$ cat src/rtl/gcd_lcm_coprocessor.sv
// Coprocessor responder: latches operands from the core, computes GCD by
// subtractive Euclid or LCM as (A/gcd)*B, and holds the result until start drops.
module gcd_lcm_coprocessor #(
  parameter int W          = 8,
  parameter int DIV_CYCLES = W
) (
  input  logic        clk,
  input  logic        reset,
  input  logic        start,
  input  logic [31:0] wd_final,
  output logic [31:0] ans_data
);

  localparam int CW = $clog2(DIV_CYCLES + 1);

  typedef enum logic [2:0] {IDLE, CALC, DIV, MUL, DONE} state_t;

  state_t           state_q, state_d;
  logic [W-1:0]     a_q, a_d, b_q, b_d;
  logic [W-1:0]     a0_q, a0_d, b0_q, b0_d;
  logic             op_q, op_d;
  logic             err_q, err_d;
  logic [2*W-1:0]   result_q, result_d;
  logic [W-1:0]     rem_q, rem_d, quo_q, quo_d;
  logic [CW-1:0]    cnt_q, cnt_d;
  logic [31:0]      ans_q, ans_d;

  logic [W:0]       trial;
  logic             trialGe;
  logic [W-1:0]     trialDiff;
  logic             busy, done;
  logic             unused_wd;

  assign unused_wd = ^wd_final[31:2*W+1];

  // Restoring-divide step: shift in the next dividend bit and subtract g if it fits.
  // The difference fits in W bits whenever the subtraction is taken.
  assign trial     = {rem_q, quo_q[W-1]};
  assign trialGe   = trial >= {1'b0, b_q};
  assign trialDiff = trial[W-1:0] - b_q;

  always_comb begin
    state_d  = state_q;
    a_d      = a_q;
    b_d      = b_q;
    a0_d     = a0_q;
    b0_d     = b0_q;
    op_d     = op_q;
    err_d    = err_q;
    result_d = result_q;
    rem_d    = rem_q;
    quo_d    = quo_q;
    cnt_d    = cnt_q;

    unique case (state_q)
      IDLE: begin
        if (start) begin
          a0_d     = wd_final[W-1:0];
          b0_d     = wd_final[2*W-1:W];
          op_d     = wd_final[2*W];
          a_d      = wd_final[W-1:0];
          b_d      = wd_final[2*W-1:W];
          result_d = '0;
          err_d    = 1'b0;
          state_d  = CALC;
        end
      end
      CALC: begin
        if (!start) begin
          result_d = '0;
          err_d    = 1'b0;
          state_d  = IDLE;
        end else if (a_q == '0 || b_q == '0) begin
          result_d = op_q ? '0 : {{W{1'b0}}, a_q | b_q};
          err_d    = (a_q == '0) && (b_q == '0);
          state_d  = DONE;
        end else if (a_q > b_q) begin
          a_d = a_q - b_q;
        end else if (b_q > a_q) begin
          b_d = b_q - a_q;
        end else if (op_q) begin
          rem_d   = '0;
          quo_d   = a0_q;
          cnt_d   = '0;
          state_d = DIV;
        end else begin
          result_d = {{W{1'b0}}, a_q};
          state_d  = DONE;
        end
      end
      DIV: begin
        if (!start) begin
          result_d = '0;
          err_d    = 1'b0;
          state_d  = IDLE;
        end else begin
          rem_d = trialGe ? trialDiff : trial[W-1:0];
          quo_d = {quo_q[W-2:0], trialGe};
          cnt_d = cnt_q + 1'b1;
          if (cnt_q == CW'(DIV_CYCLES - 1)) state_d = MUL;
        end
      end
      MUL: begin
        if (!start) begin
          result_d = '0;
          err_d    = 1'b0;
          state_d  = IDLE;
        end else begin
          result_d = (2*W)'(quo_q) * (2*W)'(b0_q);
          state_d  = DONE;
        end
      end
      DONE: begin
        if (!start) begin
          result_d = '0;
          err_d    = 1'b0;
          state_d  = IDLE;
        end
      end
      default: state_d = IDLE;
    endcase
  end

  // Output word is registered from the current state; leaving to IDLE clears it on the same edge.
  always_comb begin
    busy  = (state_q == CALC) || (state_q == DIV) || (state_q == MUL);
    done  = (state_q == DONE);
    ans_d = '0;
    if (state_d != IDLE) begin
      ans_d = {done ? result_q : {2*W{1'b0}}, 5'b0, busy, done & err_q, done,
               done ? result_q[W-1:0] : {W{1'b0}}};
    end
  end

  always_ff @(posedge clk or negedge reset) begin
    if (!reset) begin
      state_q  <= IDLE;
      a_q      <= '0;
      b_q      <= '0;
      a0_q     <= '0;
      b0_q     <= '0;
      op_q     <= 1'b0;
      err_q    <= 1'b0;
      result_q <= '0;
      rem_q    <= '0;
      quo_q    <= '0;
      cnt_q    <= '0;
      ans_q    <= '0;
    end else begin
      state_q  <= state_d;
      a_q      <= a_d;
      b_q      <= b_d;
      a0_q     <= a0_d;
      b0_q     <= b0_d;
      op_q     <= op_d;
      err_q    <= err_d;
      result_q <= result_d;
      rem_q    <= rem_d;
      quo_q    <= quo_d;
      cnt_q    <= cnt_d;
      ans_q    <= ans_d;
    end
  end

  assign ans_data = ans_q;

endmodule
$ cat config.mk
export PLATFORM = sky130hd
export DESIGN_NAME = gcd_lcm_coprocessor
export DESIGN_NICKNAME = d
export VERILOG_FILES = /design/src/rtl/gcd_lcm_coprocessor.sv
export SDC_FILE = /design/constraint.sdc
export NUM_CORES = 1
export LEC_CHECK = 0
export BUFFER_PORTS_ARGS = -buffer_cell sky130_fd_sc_hd__clkbuf_2
export CORE_UTILIZATION = 67
export CTS_BUF_LIST = sky130_fd_sc_hd__clkbuf_2
export DETAILED_ROUTE_END_ITERATION = 16
export PLACE_DENSITY = 0.92
export SLEW_MARGIN = 40
export SYNTH_ARGS = -nofsm -noshare
export SYNTH_HDL_FRONTEND = slang
export SYNTH_SLANG_ARGS = --single-unit
$ cat constraint.sdc
create_clock -name clk -period 7.4 [get_ports clk]
set_input_delay 1.11 -clock clk [delete_from_list [all_inputs] [get_ports clk]]
set_output_delay 1.11 -clock clk [all_outputs]
set_load 0.005 [all_outputs]
==> impl_metrics.ini <==
[sta]
finalHoldViolations = 0
tns_ps = 0
holdWs_ps = 394
slew_headroom = 0.452
min_period_ps = 4820
fin_skew_ps = 44.9
drv_slew = 0
rsz0062_at_grt = false
period_share = 0.652
worst_slew_pin_slew_ps = 820
max_freq_mhz = 207
setup_ws_ps = 2580
setup_viol = 0

[cells_and_area]
area_growth_pct = 5.29
multi_input_area_mm2 = 0.00466
finalNonFillerCells = 946
seq_area_mm2 = 0.00230
layout.nets = 944
stdcell_area_mm2 = 0.00783
diodes = 0
nFillCells = 735
final_util = 0.722
drive_above_1_share = 0.138

[floorplan]
dieArea_mm2 = 0.0115
initial_core_util = 0.686
rows = 38
die-height_um = 107
io_pins = 67
core_area_mm2 = 0.0108
die_w_um = 107

[worst_setup_path]
crit_path_max_fanout = 10
start_kind = flip-flop
cp_data_arrival_time_ps = 5320
reg2reg_depth = 13
r2r_slack_ps = 2580
critPathKind = flip-flop to flip-flop
cp_cell_sequence = and2_1, fa_1, fa_1, fa_1, inv_1, fa_1, inv_1, ha_1, a2111oi_0, a21oi_1, a311oi_1, xnor2_1, a22o_1
critical_path.max_stage_delay_ps = 580
crit_slowest_cell = fa_1
critical_path.most_common_cell = fa_1
required_ps = 7890
cp-end-kind = flip-flop

[synthesis]
yosysWarnings = 0
synth_area_mm2 = 0.00743
ys_top_cells_by_area = dfrtp_1 31%, ha_1 12%, fa_1 11%
synth.most_common_cell = nand2_1
synthDistinctLibCells = 74
synth_commonest_cells = 93 x nand2_1, 92 x dfrtp_1, 75 x and2_1, 73 x inv_1, 69 x ha_1
synth_enable_flop_cells = 0
synth_cells = 773
ys.flop_type = dfrtp_1
avgSynthCellArea_um2 = 9.62
seq_area_frac_synth = 0.310
synth_area_leader_cell = dfrtp_1
async_reset_ff_frac = 1.00
ys_ff_latch = 92
synth_top_area_frac = 0.310

[cts]
cts_made_buffers = 9
postCtsResizedCells = 0
tritoncts = yes
post_cts_buffers = 0
cts.sinks = 92
cts-root-buf = clkbuf_2
cts_buffer_depth = 2
cts_max_level = 3
path_clk_slew_ps = 260
holdBufCountCts = 0
clock_latency_ps = 590

[place]
place_ws_ps = 2590
hpwl_um = 13100
dpl_cell_area_mm2 = 0.00767
finalWeightedCongestion = 0.926
portBuffers = 46
placed_cells = 929

[route]
final_antenna_net_count = 0
wirelength_um = 16700
num_vias = 5751
drc = 0
drt_iter0_drc = 421
first_pass_iters = 5
wl_per_cell_um = 17.7
post_drt_via_cell_ratio = 6.08

[pwr]
p_leak_nw = 4.00
total_power_mw = 3.47
p_per_area_mw_per_mm2 = 444
peakVddDrop_v = 0.000375

[global_routing]
grt_pass1_vias = 5965
grtUsageTotal = 0.315
grt_antenna_before_repair = 0
grt_pass1_wl_um = 28000
grt_max_degree = 60
grt_overflow_total = 0

[outcome]
status = finished, final reports clean

[worst_hold_path]
min_path_type = input pin to async pin

[job]
cap_violations = 0
[path summary, 6_finish.rpt]
path                           endpoint         from
hold / removal             ans_data[21]        reset
setup reg to reg           result_q[14]     quo_q[3]
hold reg to reg            ans_data[19]  result_q[3]
max in group asynchronous        b_q[6]        reset
min in group clk           ans_data[19]  result_q[3]
setup / recovery           result_q[14]     quo_q[3]
[registers in the layout, indices dropped and copies added, names as in the netlist, 3 cells and up]
name,count
a0_q,8
a_q,8
ans_data,19
b0_q,8
b_q,8
cnt_q,4
quo_q,8
rem_q,8
result_q,16
state_q,3
[routing by layer]
metal / vias up / track usage / wire [µm]
met4: 0 / 0.106 / 361
met2: 243 / 0.537 / 8370
li1: 2664 / - / -
met5: - / 0 / 0
met3: 40 / 0.0751 / 1200
met1: 2804 / 0.393 / 6790
[critical path: cells and delay by family (launching register included)]
family | cells | cell delay [ps]
flip-flops | 1 | 560
XOR/XNOR | 1 | 120
buffers and inverters | 2 | 100
adder cells (fa/ha/maj) | 5 | 2480
AND/OR/NAND/NOR | 1 | 240
AO/OA/AOI/OAI | 4 | 1250
[report_power, final]
group	leakage (nW)	switching (mW)	internal (mW)	total (mW)
combinational	2.71	1.35	0.988	2.34
sequential	1.21	0.221	0.654	0.875
clock	0.0718	0.180	0.0806	0.260
total	4.00	1.75	1.72	3.47
[cell type report]
type,instances,share of cell area
inverter,74,0.0355
tap,140,0.0224
sequential,92,0.294
multi-input combinational,572,0.596
clock inverter,7,0.00959
clock buffer,9,0.00576
timing repair buffer,52,0.0371
[cell usage in the layout (no fill, tap or decap), types with 8 or more instances in the layout]
cell and instances:
xnor2_1 16, nor3_1 14, a221o_1 8, o21a_1 8, mux2_2 13, inv_1 73, dfrtp_1 92, clkbuf_2 54
a21oi_1 16, nand2_1 93, nor2b_1 9, and2_1 75, o21ai_0 31, mux2i_1 19, nand3_1 9, nor2_1 34
ha_1 69, fa_1 39
[kinds of logic (layout without fill, tap and decap cells)]
logic type / count (synthesis) / count (layout) / share of synthesized area
XOR/XNOR: 21 / 21 / 0.0247
flip-flops: 92 / 92 / 0.310
other: 1 / 5 / 0.000504
multiplexers: 34 / 34 / 0.0493
AND/OR/NAND/NOR: 266 / 266 / 0.183
adder cells (fa/ha/maj): 108 / 108 / 0.221
AO/OA/AOI/OAI: 138 / 138 / 0.143
buffers and inverters: 113 / 142 / 0.0687
Note: power is estimated with default switching activity, not from simulation.
